`src/rtl/mdio_pkg.sv`:
```
// Shared MDIO Clause-22 definitions: frame codes, field lengths and the
// frame-position state enumeration used by both ends of the link.
package mdio_pkg;

  localparam int FRAME_BITS = 32;

  localparam logic [1:0] ST_CODE  = 2'b01;
  localparam logic [1:0] OP_WRITE = 2'b01;
  localparam logic [1:0] OP_READ  = 2'b10;

  // Remaining frame bits minus one, loaded into the counter on entering SKIP.
  // After ST+OP (4 bits) 28 remain; after ST+OP+PHYAD+REGAD (14 bits) 18 remain.
  localparam logic [4:0] SKIP_AFTER_OP    = 5'(FRAME_BITS - 4 - 1);
  localparam logic [4:0] SKIP_AFTER_REGAD = 5'(FRAME_BITS - 14 - 1);

  typedef enum logic [3:0] {
    S_IDLE  = 4'd0,
    S_ST    = 4'd1,
    S_OP    = 4'd2,
    S_PHYAD = 4'd3,
    S_REGAD = 4'd4,
    S_TA    = 4'd5,
    S_WDATA = 4'd6,
    S_RDATA = 4'd7,
    S_SKIP  = 4'd8
  } mdio_state_e;

  // Only write and read opcodes start a transaction.
  function automatic logic op_valid(input logic [1:0] op);
    return (op == OP_WRITE) || (op == OP_READ);
  endfunction

endpackage

```
`src/rtl/mdc_edge_detect.sv`:
```
// Detects rising and falling edges of mdc in the clk domain.
module mdc_edge_detect (
  input  logic clk,
  input  logic reset,
  input  logic mdc,
  output logic mdc_rise,
  output logic mdc_fall
);

  logic mdc_q;

  // Previous-cycle copy of mdc for edge comparison.
  always_ff @(posedge clk) begin
    if (reset) begin
      mdc_q <= 1'b0;
    end else begin
      mdc_q <= mdc;
    end
  end

  assign mdc_rise = mdc & ~mdc_q;
  assign mdc_fall = ~mdc & mdc_q;

endmodule

```
`src/rtl/mdio_responder.sv`:
```
// PHY-side Clause-22 MDIO responder: decodes frames sampled on mdc rises,
// strobes a local register bank and drives read data back on mdc falls.
module mdio_responder
  import mdio_pkg::*;
(
  input  logic        clk,
  input  logic        reset,
  input  logic        mdc,
  input  logic        mdio_in,
  output logic        mdio_out,
  output logic        mdio_oe,
  input  logic [4:0]  phy_addr,
  output logic [4:0]  reg_addr,
  output logic [15:0] wr_data,
  output logic        wr_en,
  output logic        rd_en,
  input  logic [15:0] rd_data
);

  logic        mdc_rise;
  logic        mdc_fall;
  mdio_state_e state;
  mdio_state_e state_next;
  logic [4:0]  bit_cnt;
  logic [4:0]  cnt_next;
  logic [1:0]  op_q;
  logic [1:0]  op_now;
  logic [4:0]  addr_sr;
  logic        phy_match;
  logic [15:0] data_sr;
  logic        cap_pending;
  logic        is_read;
  logic        do_rd;
  logic        do_wr;
  logic        drive_ta;
  logic        drive_bit;
  logic        release_line;

  mdc_edge_detect u_edge (
    .clk      (clk),
    .reset    (reset),
    .mdc      (mdc),
    .mdc_rise (mdc_rise),
    .mdc_fall (mdc_fall)
  );

  assign is_read = (op_q == OP_READ);
  assign op_now  = {op_q[0], mdio_in};

  // State and bit-counter registers.
  always_ff @(posedge clk) begin
    if (reset) begin
      state   <= S_IDLE;
      bit_cnt <= 5'd0;
    end else begin
      state   <= state_next;
      bit_cnt <= cnt_next;
    end
  end

  // Frame-position sequencing: fields advance on mdc rises, read data on falls.
  always_comb begin
    state_next = state;
    cnt_next   = bit_cnt;
    case (state)
      S_IDLE: begin
        if (mdc_rise && !mdio_in) begin
          state_next = S_ST;
          cnt_next   = 5'd0;
        end else begin
          state_next = S_IDLE;
        end
      end
      S_ST: begin
        if (mdc_rise) begin
          state_next = mdio_in ? S_OP : S_IDLE;
          cnt_next   = 5'd0;
        end else begin
          state_next = S_ST;
        end
      end
      S_OP: begin
        if (mdc_rise && (bit_cnt == 5'd1)) begin
          if (op_valid(op_now)) begin
            state_next = S_PHYAD;
            cnt_next   = 5'd0;
          end else begin
            state_next = S_SKIP;
            cnt_next   = SKIP_AFTER_OP;
          end
        end else if (mdc_rise) begin
          cnt_next = bit_cnt + 5'd1;
        end else begin
          cnt_next = bit_cnt;
        end
      end
      S_PHYAD: begin
        if (mdc_rise && (bit_cnt == 5'd4)) begin
          state_next = S_REGAD;
          cnt_next   = 5'd0;
        end else if (mdc_rise) begin
          cnt_next = bit_cnt + 5'd1;
        end else begin
          cnt_next = bit_cnt;
        end
      end
      S_REGAD: begin
        if (mdc_rise && (bit_cnt == 5'd4)) begin
          if (phy_match) begin
            state_next = S_TA;
            cnt_next   = 5'd0;
          end else begin
            state_next = S_SKIP;
            cnt_next   = SKIP_AFTER_REGAD;
          end
        end else if (mdc_rise) begin
          cnt_next = bit_cnt + 5'd1;
        end else begin
          cnt_next = bit_cnt;
        end
      end
      S_TA: begin
        // Writes leave after the second TA sample; reads after the fall that
        // follows it, when D15 goes onto the line.
        if (!is_read && mdc_rise && (bit_cnt == 5'd1)) begin
          state_next = S_WDATA;
          cnt_next   = 5'd0;
        end else if (mdc_rise) begin
          cnt_next = bit_cnt + 5'd1;
        end else if (is_read && mdc_fall && (bit_cnt == 5'd2)) begin
          state_next = S_RDATA;
          cnt_next   = 5'd0;
        end else begin
          cnt_next = bit_cnt;
        end
      end
      S_WDATA: begin
        if (mdc_rise && (bit_cnt == 5'd15)) begin
          state_next = S_IDLE;
          cnt_next   = 5'd0;
        end else if (mdc_rise) begin
          cnt_next = bit_cnt + 5'd1;
        end else begin
          cnt_next = bit_cnt;
        end
      end
      S_RDATA: begin
        if (mdc_fall && (bit_cnt == 5'd15)) begin
          state_next = S_IDLE;
          cnt_next   = 5'd0;
        end else if (mdc_fall) begin
          cnt_next = bit_cnt + 5'd1;
        end else begin
          cnt_next = bit_cnt;
        end
      end
      S_SKIP: begin
        if (mdc_rise && (bit_cnt == 5'd0)) begin
          state_next = S_IDLE;
        end else if (mdc_rise) begin
          cnt_next = bit_cnt - 5'd1;
        end else begin
          cnt_next = bit_cnt;
        end
      end
      default: begin
        state_next = S_IDLE;
        cnt_next   = 5'd0;
      end
    endcase
  end

  // Strobe and line-drive decisions for the current clk.
  always_comb begin
    do_rd        = (state == S_REGAD) && mdc_rise && (bit_cnt == 5'd4) && phy_match && is_read;
    do_wr        = (state == S_WDATA) && mdc_rise && (bit_cnt == 5'd15);
    drive_ta     = (state == S_TA) && is_read && mdc_fall && (bit_cnt == 5'd1);
    drive_bit    = ((state == S_TA) && is_read && mdc_fall && (bit_cnt == 5'd2)) ||
                   ((state == S_RDATA) && mdc_fall && (bit_cnt != 5'd15));
    release_line = (state == S_RDATA) && mdc_fall && (bit_cnt == 5'd15);
  end

  // Datapath: field capture, shift register, registered strobes and line drive.
  always_ff @(posedge clk) begin
    if (reset) begin
      op_q        <= 2'b00;
      addr_sr     <= 5'd0;
      phy_match   <= 1'b0;
      data_sr     <= 16'd0;
      cap_pending <= 1'b0;
      rd_en       <= 1'b0;
      wr_en       <= 1'b0;
      reg_addr    <= 5'd0;
      wr_data     <= 16'd0;
      mdio_oe     <= 1'b0;
      mdio_out    <= 1'b0;
    end else begin
      rd_en       <= do_rd;
      wr_en       <= do_wr;
      // Bank data is valid the cycle after rd_en, so load one clk later.
      cap_pending <= rd_en;

      if (mdc_rise && (state == S_OP)) begin
        op_q <= op_now;
      end

      if (mdc_rise && ((state == S_PHYAD) || (state == S_REGAD))) begin
        addr_sr <= {addr_sr[3:0], mdio_in};
      end

      if (mdc_rise && (state == S_PHYAD) && (bit_cnt == 5'd4)) begin
        phy_match <= ({addr_sr[3:0], mdio_in} == phy_addr);
      end

      if (do_rd) begin
        reg_addr <= {addr_sr[3:0], mdio_in};
      end else if (do_wr) begin
        reg_addr <= addr_sr;
        wr_data  <= {data_sr[14:0], mdio_in};
      end

      if (cap_pending) begin
        data_sr <= rd_data;
      end else if (mdc_rise && (state == S_WDATA)) begin
        data_sr <= {data_sr[14:0], mdio_in};
      end else if (drive_bit) begin
        data_sr <= {data_sr[14:0], 1'b0};
      end

      if (drive_ta) begin
        mdio_oe  <= 1'b1;
        mdio_out <= 1'b0;
      end else if (drive_bit) begin
        mdio_out <= data_sr[15];
      end else if (release_line) begin
        mdio_oe  <= 1'b0;
        mdio_out <= 1'b0;
      end
    end
  end

endmodule

```
`config.mk`:
```
export PLATFORM = sky130hd
export DESIGN_NAME = mdio_responder
export DESIGN_NICKNAME = d
export VERILOG_FILES = /design/src/rtl/mdio_pkg.sv /design/src/rtl/mdc_edge_detect.sv /design/src/rtl/mdio_responder.sv
export SDC_FILE = /design/constraint.sdc
export NUM_CORES = 1
export LEC_CHECK = 0
export BUFFER_PORTS_ARGS = -buffer_cell sky130_fd_sc_hd__buf_4
export CAP_MARGIN = 5
export CORE_UTILIZATION = 51
export DETAILED_ROUTE_END_ITERATION = 10
export GPL_TIMING_DRIVEN = 0
export HOLD_SLACK_MARGIN = 0.02
export PLACE_DENSITY_LB_ADDON = 0.12
export SETUP_SLACK_MARGIN = 0.2
export SKIP_CTS_REPAIR_TIMING = 1
export SLEW_MARGIN = 10
export SYNTH_ARGS = -nofsm -noshare
export SYNTH_HDL_FRONTEND = slang
export SYNTH_SLANG_ARGS = --single-unit
```
`constraint.sdc`:
```
create_clock -name clk -period 1.85 [get_ports clk]
set_input_delay 0.0925 -clock clk [delete_from_list [all_inputs] [get_ports clk]]
set_output_delay 0.0925 -clock clk [all_outputs]
set_load 0.02 [all_outputs]
```
# ---- Word-level counts from Yosys, hierarchy flattened
# Cells that the tools add are included.
dict set report totals {
  register_bits 60
  latchBits 0
  ramBits 0
  mem_bits_ro 0
  inputBits 25
  output_inout_bits 25
  n_memories 0
}
dict set report classes {
  addsub 2
  n_mul 0
  div_mod_pow 0
  magnitude_cmp 0
  n_eq_ne 32
  shifts 0
  n_mux 41
  bitwise_logic 5
  n_reduce_logical 43
}
# op count
set op_table {}
lappend op_table {{5-bit two-way mux} 18}
lappend op_table {{16-bit two-way mux} 3}
lappend op_table {{5-bit one-hot mux with 9 select lines} 1}
lappend op_table {{4-bit two-way mux} 11}
lappend op_table {{4-bit one-hot mux with 9 select lines} 1}
lappend op_table {{1-bit logical AND} 27}
lappend op_table {{2-bit inequality test (second input constant)} 11}
lappend op_table {{4-bit by 3-bit == test with 1-bit output (second input constant)} 4}
lappend op_table {{3-bit inequality test (second input constant)} 3}
lappend op_table {{4-bit by 2-bit == test with 1-bit output (second input constant)} 2}
lappend op_table {{8-bit AND reduction} 1}
lappend op_table {{6-bit AND reduction} 1}
lappend op_table {{2-bit nonzero test} 3}
lappend op_table {{5-bit by 1-bit adder with 5-bit output (second input constant)} 1}
lappend op_table {{5-bit by 1-bit == test with 1-bit output (second input constant)} 1}
lappend op_table {{5-bit by 2-bit == test with 1-bit output (second input constant)} 1}
lappend op_table {{5-bit by 3-bit == test with 1-bit output (second input constant)} 1}
lappend op_table {{5-bit by 4-bit == test with 1-bit output (second input constant)} 1}
lappend op_table {{5-bit == test} 1}
lappend op_table {{5-bit zero test} 1}
lappend op_table {{1-bit two-way mux} 5}
lappend op_table {{5-bit by 4-bit inequality test with 1-bit output (second input constant)} 1}
lappend op_table {{5-bit by 1-bit subtractor with 5-bit output (second input constant)} 1}
lappend op_table {{2-bit == test (second input constant)} 2}
lappend op_table {{other kinds (13)} 21}

# ---- Depth between registers and ports, before layout
# Gate-level depths: netlist of run 1.
dict set report depth {
  depth_word 8
  depth_mapped 10
  mapped_depth_nobuf 9
}

# ---- Hierarchy
# A second synthesis of run 1 with hierarchy kept.
dict set report unflattened {
  cells_unflattened 412
  hier_area_um2 3465.8
}
# mod instances cells_each area_per_inst_um2 seq_area_each_um2
set by_module_without_submodules {}
lappend by_module_without_submodules {mdio_responder 1 408 3427.0 1181.1}
lappend by_module_without_submodules {mdc_edge_detect 1 4 38.8 20.0}

# ---- Worst setup path after synthesis of run 1
# Ideal clock, no wire load.
dict set report synth_path {
  path_type {flip-flop to flip-flop}
  from {register bit_cnt[2]}
  to {register bit_cnt[3]}
  setup_time_ps 131
  t_arrival_ps 1892
  required_time_ps 1719
  setup_slack_ps -173
  stages_incl_launch_ff 9
  path_buffers 1
  synth_period_minus_slack_ps 2023
  path_cell_list {dfxtp_1 buf_2 and3_1 ha_1 a2111oi_2 a221oi_4 a311oi_2 a2111oi_2 nor3_1}
}
dict set report synth_via {
  elab_chain_len 4
  elab_cells_between_ends 30
  cone_classes {add/sub: 2; eq/ne: 7; mux: 12; reduce/logical: 9}
}
# item line_no
set synth_lines {}
lappend synth_lines {{start, declared} mdio_responder.sv:24} ;# logic [4:0] bit_cnt;
lappend synth_lines {{start signal, assigned} mdio_responder.sv:57} ;# bit_cnt <= cnt_next;
lappend synth_lines {{5-bit by 1-bit subtractor with 5-bit output (tied with other cells)} mdio_responder.sv:161} ;# cnt_next = bit_cnt - 5'd1;
lappend synth_lines {{5-bit two-way mux (tied with other cells)} mdio_responder.sv:160} ;# end else if (mdc_rise) begin
lappend synth_lines {{5-bit two-way mux (tied with other cells)} mdio_responder.sv:158} ;# if (mdc_rise && (bit_cnt == 5'd0)) begin
lappend synth_lines {{5-bit one-hot mux with 9 select lines / 6-bit AND reduction (equally long branches)} n/a}
# Several ways; a longest one is shown, not always the timed one. The select of a mux whose other input is x is not followed.
# A chain may end at the register's enable or synchronous reset.

# ---- Worst setup path in the final report of run 1
dict set report layout_path {
  from {register bit_cnt[0]}
  to {register bit_cnt[3]}
}
# Same word-level chain as after synthesis.

==> flow_summary_export.csv, run 1 <==
group,metric,value,unit
status,run_status,"complete, but fails checks",
status,violations,"setup timing",
route,wl_per_cell,17.24,um
timing,setup_ws,-224.7,ps
clock_tree,root_buffer,"clkbuf_8",
route,vias,3325,
clock_tree,cts_sinks,60,
setup_path,r2r_start,"bit_cnt[0]",
setup_path,reg2reg_depth,7,
route,drt_iter0_markers,295,
global_routing,grt_pass1_wl,13480,um
setup_path,crit_end,"bit_cnt[3]",
floorplan,core_area,6061,um^2
finish,final_cell_area,4583,um^2
power,power,3.227,mW
floorplan,die_y,82.33,um
route,drt_first_pass_iters,5,
global_routing,antenna_found_initial,0,
timing,post-route-period-util,112.1,%
power,vdd_drop_max,0.5855,mV
timing,setup_viol,25,
clock_tree,clock_latency,350,ps
global_routing,grt_usage,26.79,%
timing,final_hold_viol_count,0,
power,cellPowerDensity,704.1,nW/um^2
finish,fillers,431,
clock_tree,h-tree-depth,3,
timing,totalNegativeSetupSlack,-2824,ps
timing,hold_slack,48.77,ps
synthesis,syn_avg_cell_area,8.416,um^2
global_routing,grt_start_max_net_pins,12,
power,leakage,1.672,nW
setup_path,required,2050,ps
placement,io_buffers,48,
clock_tree,path_clk_slew,70,ps
synthesis,ys_seq_area_share,36.50,%
finish,drive_gt1_share,38.13,%
timing,fmax,482.0,MHz
clock_tree,cts_buffer_depth,2,
synthesis,synth_cell_types,63,
synthesis,netlist_area,3291,um^2
floorplan,io_pins,50,
clock_tree,cts_tree,"built",
timing,finalClockSkew,14.56,ps
placement,gp_congestion,0.8930,
setup_path,cp_max_fo,9,
route,ant_nets,0,
run,maxCapViolCount,0,
setup_path,crit_type,"reg2reg",
setup_path,r2r_slack,-220,ps
synthesis,ys_warn_count,0,
setup_path,crit_chain,"clkinvlp_4 -> ha_4 -> a31oi_1 -> o22ai_1 -> a21o_2 -> a2111oi_2 -> nor3_1",
placement,post-dp-hpwl,6203,um
setup_path,critPathMaxStageDelay,400,ps
route,drc,0,
synthesis,dominantRegCellSynth,"dfxtp_1",
synthesis,synth_nets,423,
timing,max-slew-margin-rel,47.12,%
setup_path,worstPathArrival,2280,ps
setup_path,slowest_stage,"dfxtp_4",
synthesis,ys_ff_latch,60,
global_routing,grt_overflow,0,
global_routing,grt_pass1_vias,2800,
floorplan,dieWidth,82.33,um
clock_tree,cts_buffers,9,
synthesis,synth_edf_count,0,
route,via_per_inst,5.991,
finish,area_growth_syn_to_layout,39.28,%
route,drt_wl_total,9569,um
setup_path,cp-startpoint,"bit_cnt[0]",
placement,place_area,3856,um^2
setup_path,rr_endpoint,"bit_cnt[3]",
synthesis,netlist_instances,391,
min_path,holdCritPathClass,"in2reg",
timing,tightest_slew,791.1,ps
timing,rsz0062_at_grt,"true",
setup_path,end_kind,"flip-flop",
timing,slew_viol_final,0,
setup_path,start_kind,"flip-flop",
finish,final_util,75.62,%
finish,diodes,0,
floorplan,placement_rows,28,
synthesis,async_flop_share,0,%
timing,min_period,2075,ps
floorplan,initial_core_util,54.29,%
floorplan,die_area,6777,um^2
finish,nets,507,
-- logic make-up (layout without fill, tap and decap cells) --
logic type	after synthesis	after routing	share of synthesized area (%)
AOI/OAI and AO/OA	99	99	20.72
xor gates and xnor gates	8	8	2.129
adders and majority gates	7	7	2.661
buffers and inverters	37	126	5.209
DFF	60	60	36.50
muxes	23	23	6.996
and+or+nand+nor	157	157	25.78
-- layer usage --
metal  wire length, um  GRT usage [%]  up-vias
met5                 0              0        -
met4               272          11.23        0
met3               657          6.044       34
met2              4447          40.25      159
met1              4192          36.65     1563
li1                  -              -     1569
-- layout by cell type, fill, tap and decap left out, drive strengths merged, types with 2 or more instances in the layout --
cell type,netlist,final
nor2b,9,9
a221oi,4,4
dfxtp,60,60
nor3,7,7
nand3b,7,7
clkbuf,13,21
a31oi,7,7
a311oi,3,3
nand4,5,5
a2111oi,2,2
o22ai,2,2
a22oi,3,3
a21oi,38,38
nor2,36,36
nor4b,4,4
ha,7,7
o21ai,10,10
and2,3,3
nand2,59,59
nor4,4,4
clkinv,1,3
or2,2,2
nand2b,4,4
a21o,2,2
buf,16,91
a211oi,20,20
nand3,8,8
mux2i,23,23
inv,7,8
clkinvlp,0,2
and3,4,4
xor2,4,4
xnor2,4,4
-- worst max-delay path, delay by kind of cell, from the launching register on --
family | cells | cell delay, ps
adders and majority gates | 1 | 240
buffers and inverters | 1 | 180
AOI/OAI and AO/OA | 4 | 1020
and+or+nand+nor | 1 | 80
DFF | 1 | 400
-- sequential cells by signal, indices dropped and copies added, names as in the netlist --
name	flops
op_q	2
u_edge.mdc_q	1
cap_pending	1
rd_en	1
mdio_out	1
state	4
data_sr	16
wr_en	1
bit_cnt	5
wr_data	16
addr_sr	5
reg_addr	5
phy_match	1
mdio_oe	1
-- per-stage QoR --
| stage | instances | setup WS (ps) |
|---|---|---|
| 2_1_floorplan | 391 | 11.81 |
| 3_3_place_gp | 514 | -335.3 |
| 3_5_place_dp | 514 | -349.4 |
| 4_1_cts | 530 | -371.0 |
| 5_1_grt | 555 | -313.5 |
| 6_report | 555 | -224.7 |
-- cell type report --
cell class,count,area (um^2),share of cell area [%]
clock buffers,10,127.6,2.785
multi-input cells,294,2213,48.29
well taps,75,93.84,2.048
repair buffers,73,584.3,12.75
plain buffers,29,240.2,5.242
inverters,8,43.79,0.9555
flip-flops and latches,60,1217,26.56
clock inverters,6,62.56,1.365
-- how the worst min path moves through the flow --
stage,from,end,cells after the start
2_1_floorplan,mdc,u_edge.mdc_q,1
3_3_place_gp,mdc,u_edge.mdc_q,2
6_report,mdc,u_edge.mdc_q,2
5_1_grt,mdc,u_edge.mdc_q,2
4_1_cts,rd_data[0],data_sr[0],3
3_5_place_dp,rd_data[0],data_sr[0],3
-- synthesized netlist by cell type (all sizes together) (2+ instances only) --
library cell,number,share of area (%)
a2111oi,2,0.91
a211oi,20,4.6
a21o,2,0.46
a21oi,38,5.8
a221oi,4,1.8
a22oi,3,0.68
a311oi,3,1.2
a31oi,7,1.3
and2,3,0.57
and3,4,0.76
buf,16,2.7
clkbuf,13,1.6
dfxtp,60,37
ha,7,2.7
inv,7,0.80
mux2i,23,7.0
nand2,59,6.9
nand2b,4,0.99
nand3,8,1.2
nand3b,7,1.6
nand4,5,1.4
nor2,36,4.2
nor2b,9,1.7
nor3,7,1.6
nor4,4,0.95
nor4b,4,2.4
o21ai,10,1.5
o22ai,2,0.38
or2,2,0.38
xnor2,4,1.1
xor2,4,1.1
-- power breakdown --
| group | switching, mW | total, mW | internal [mW] | leakage, nW |
|---|---|---|---|---|
| Combinational | 0.391 | 0.696 | 0.304 | 1.09 |
| Clock | 0.561 | 1.18 | 0.623 | 0.0970 |
| Sequential | 0.0308 | 1.35 | 1.32 | 0.488 |
Note: power is estimated with default switching activity, not from simulation.
==> run 2: changes to the inputs <==
--- a/config.mk
+++ b/config.mk
@@ -12,7 +12,6 @@
 export GPL_TIMING_DRIVEN = 0
 export HOLD_SLACK_MARGIN = 0.02
 export PLACE_DENSITY_LB_ADDON = 0.12
-export SETUP_SLACK_MARGIN = 0.2
 export SKIP_CTS_REPAIR_TIMING = 1
 export SLEW_MARGIN = 10
 export SYNTH_ARGS = -nofsm -noshare
==> run 2 against run 1 <==
Compared with the run above:
- the run still ends with setup timing left
- non-clock buffer count decreased by 11
- highest routed layer unchanged
- register-to-register slack about the same
- core utilization fell by 2.1 points
- total power down 1.5%
- first-iteration DRC count is 12% lower
- clock power about the same
- clock skew down 2.0 ps
==> flow_summary_export.csv, run 2 (synthesis results as in run 1) <==
group,metric,value,unit
timing,max-slew-margin-rel,50.96,%
floorplan,core_area,6061,um^2
clock_tree,cts_buffers,9,
finish,area_growth_syn_to_layout,35.36,%
route,drt_iter0_markers,259,
clock_tree,root_buffer,"clkbuf_8",
finish,diodes,0,
timing,post-route-period-util,111.6,%
floorplan,io_pins,50,
finish,drive_gt1_share,36.03,%
clock_tree,cts_sinks,60,
clock_tree,h-tree-depth,3,
global_routing,grt_usage,27.31,%
setup_path,cp.buffers_inverters,0,
global_routing,grt_pass1_wl,13830,um
min_path,holdCritPathClass,"in2reg",
setup_path,worstPathArrival,2330,ps
floorplan,die_y,82.33,um
placement,gp_congestion,0.9314,
finish,final_util,73.49,%
floorplan,die_area,6777,um^2
global_routing,grt_start_max_net_pins,12,
route,via_per_inst,6.051,
timing,finalClockSkew,12.55,ps
clock_tree,path_clk_slew,80,ps
timing,hold_slack,43.18,ps
clock_tree,clock_latency,350,ps
setup_path,end_kind,"flip-flop",
timing,tightest_slew,733.8,ps
route,vias,3292,
global_routing,grt_overflow,0,
setup_path,crit_top_cell,"ha_4",
route,wl_per_cell,17.67,um
global_routing,grt_pass1_vias,2775,
floorplan,placement_rows,28,
route,ant_nets,0,
placement,post-dp-hpwl,6305,um
finish,final_cells,544,
timing,fmax,484.2,MHz
timing,slew_viol_final,0,
setup_path,required,2120,ps
setup_path,crit_type,"reg2reg",
finish,layout_commonest_cell,"buf_4",
placement,pre_cts_ws,-379.8,ps
route,drt_wl_total,9610,um
finish,reg.largest.list,"data_sr: 16 flops, wr_data: 16 flops",
timing,final_hold_viol_count,0,
status,violations,"setup timing",
clock_tree,cts_tree,"built",
setup_path,critPathMaxStageDelay,410,ps
finish,nets,496,
finish,final_cell_mix,"buf_4, nand2_1, dfxtp_1",
timing,min_period,2065,ps
setup_path,cp_top_family,"compound AO/OA/AOI/OAI gates",
setup_path,slowest_stage,"dfxtp_4",
route,drc,0,
power,cellPowerDensity,713.6,nW/um^2
global_routing,antenna_found_initial,0,
run,maxCapViolCount,0,
placement,io_buffers,48,
setup_path,crit_chain,"ha_4 -> and3_4 -> ha_4 -> a2111oi_4 -> a221oi_4 -> nand2_2 -> or2_0 -> a21oi_1",
clock_tree,cts_buffer_depth,2,
power,vdd_drop_max,0.6153,mV
power,leakage,1.603,nW
floorplan,dieWidth,82.33,um
route,drt_first_pass_iters,5,
setup_path,cp_max_fo,7,
status,run_status,"complete, but fails checks",
setup_path,start_kind,"flip-flop",
timing,setup_viol,29,
timing,setup_ws,-215.1,ps
floorplan,initial_core_util,54.29,%
timing,rsz0062_at_grt,"true",
placement,placed_cells,514,
-- run 2: layout make-up --
type / count / area (um^2)
buffer: 28 / 192.7
multi-input combinational: 294 / 2235
sequential: 60 / 1214
tap: 75 / 93.84
timing repair buffer: 63 / 494.2
inverter: 8 / 33.78
clock buffer: 10 / 127.6
fill: 437 / 1607
clock inverter: 6 / 63.81
-- run 2: final timing paths --
path / from / endpoint / slack (ps) / depth (start not counted)
min reg2reg: wr_data[1] / wr_data[1] / 460 / 2
max: bit_cnt[0] / state[2] / -220 / 8
min: rd_data[0] / data_sr[0] / 40 / 3
max reg2reg: bit_cnt[0] / state[2] / -220 / 8
-- run 2: per-stage QoR --
step	power (mW)	area, um^2	setup TNS, ps
detailed placement	1.859	3784	-10360
global placement	1.851	3784	-9898
CTS	3.032	3975	-11490
global route	3.288	4454	-6382
floorplan	1.720	3329	0
finish	3.179	4454	-3812
-- run 2: power breakdown --
part / internal [mW] / switching [mW]
sequential: 1.32 / 0.0312
clock: 0.622 / 0.571
combinational: 0.274 / 0.363
total: 2.21 / 0.965
-- run 2: layer usage --
layer / routed length, um / GRT usage (%) / vias up
met3: 616 / 7.363 / 14
met1: 4374 / 38.15 / 1593
met4: 112 / 8.421 / 0
met5: 0 / 0 / -
met2: 4506 / 40.66 / 135
li1: - / - / 1550
-- run 2: worst register-to-register path: stages, from the launching register on --
cell	delay (ps)
dfxtp_4	410
ha_4	160
and3_4	190
ha_4	200
a2111oi_4	110
a221oi_4	410
nand2_2	150
or2_0	220
a21oi_1	130
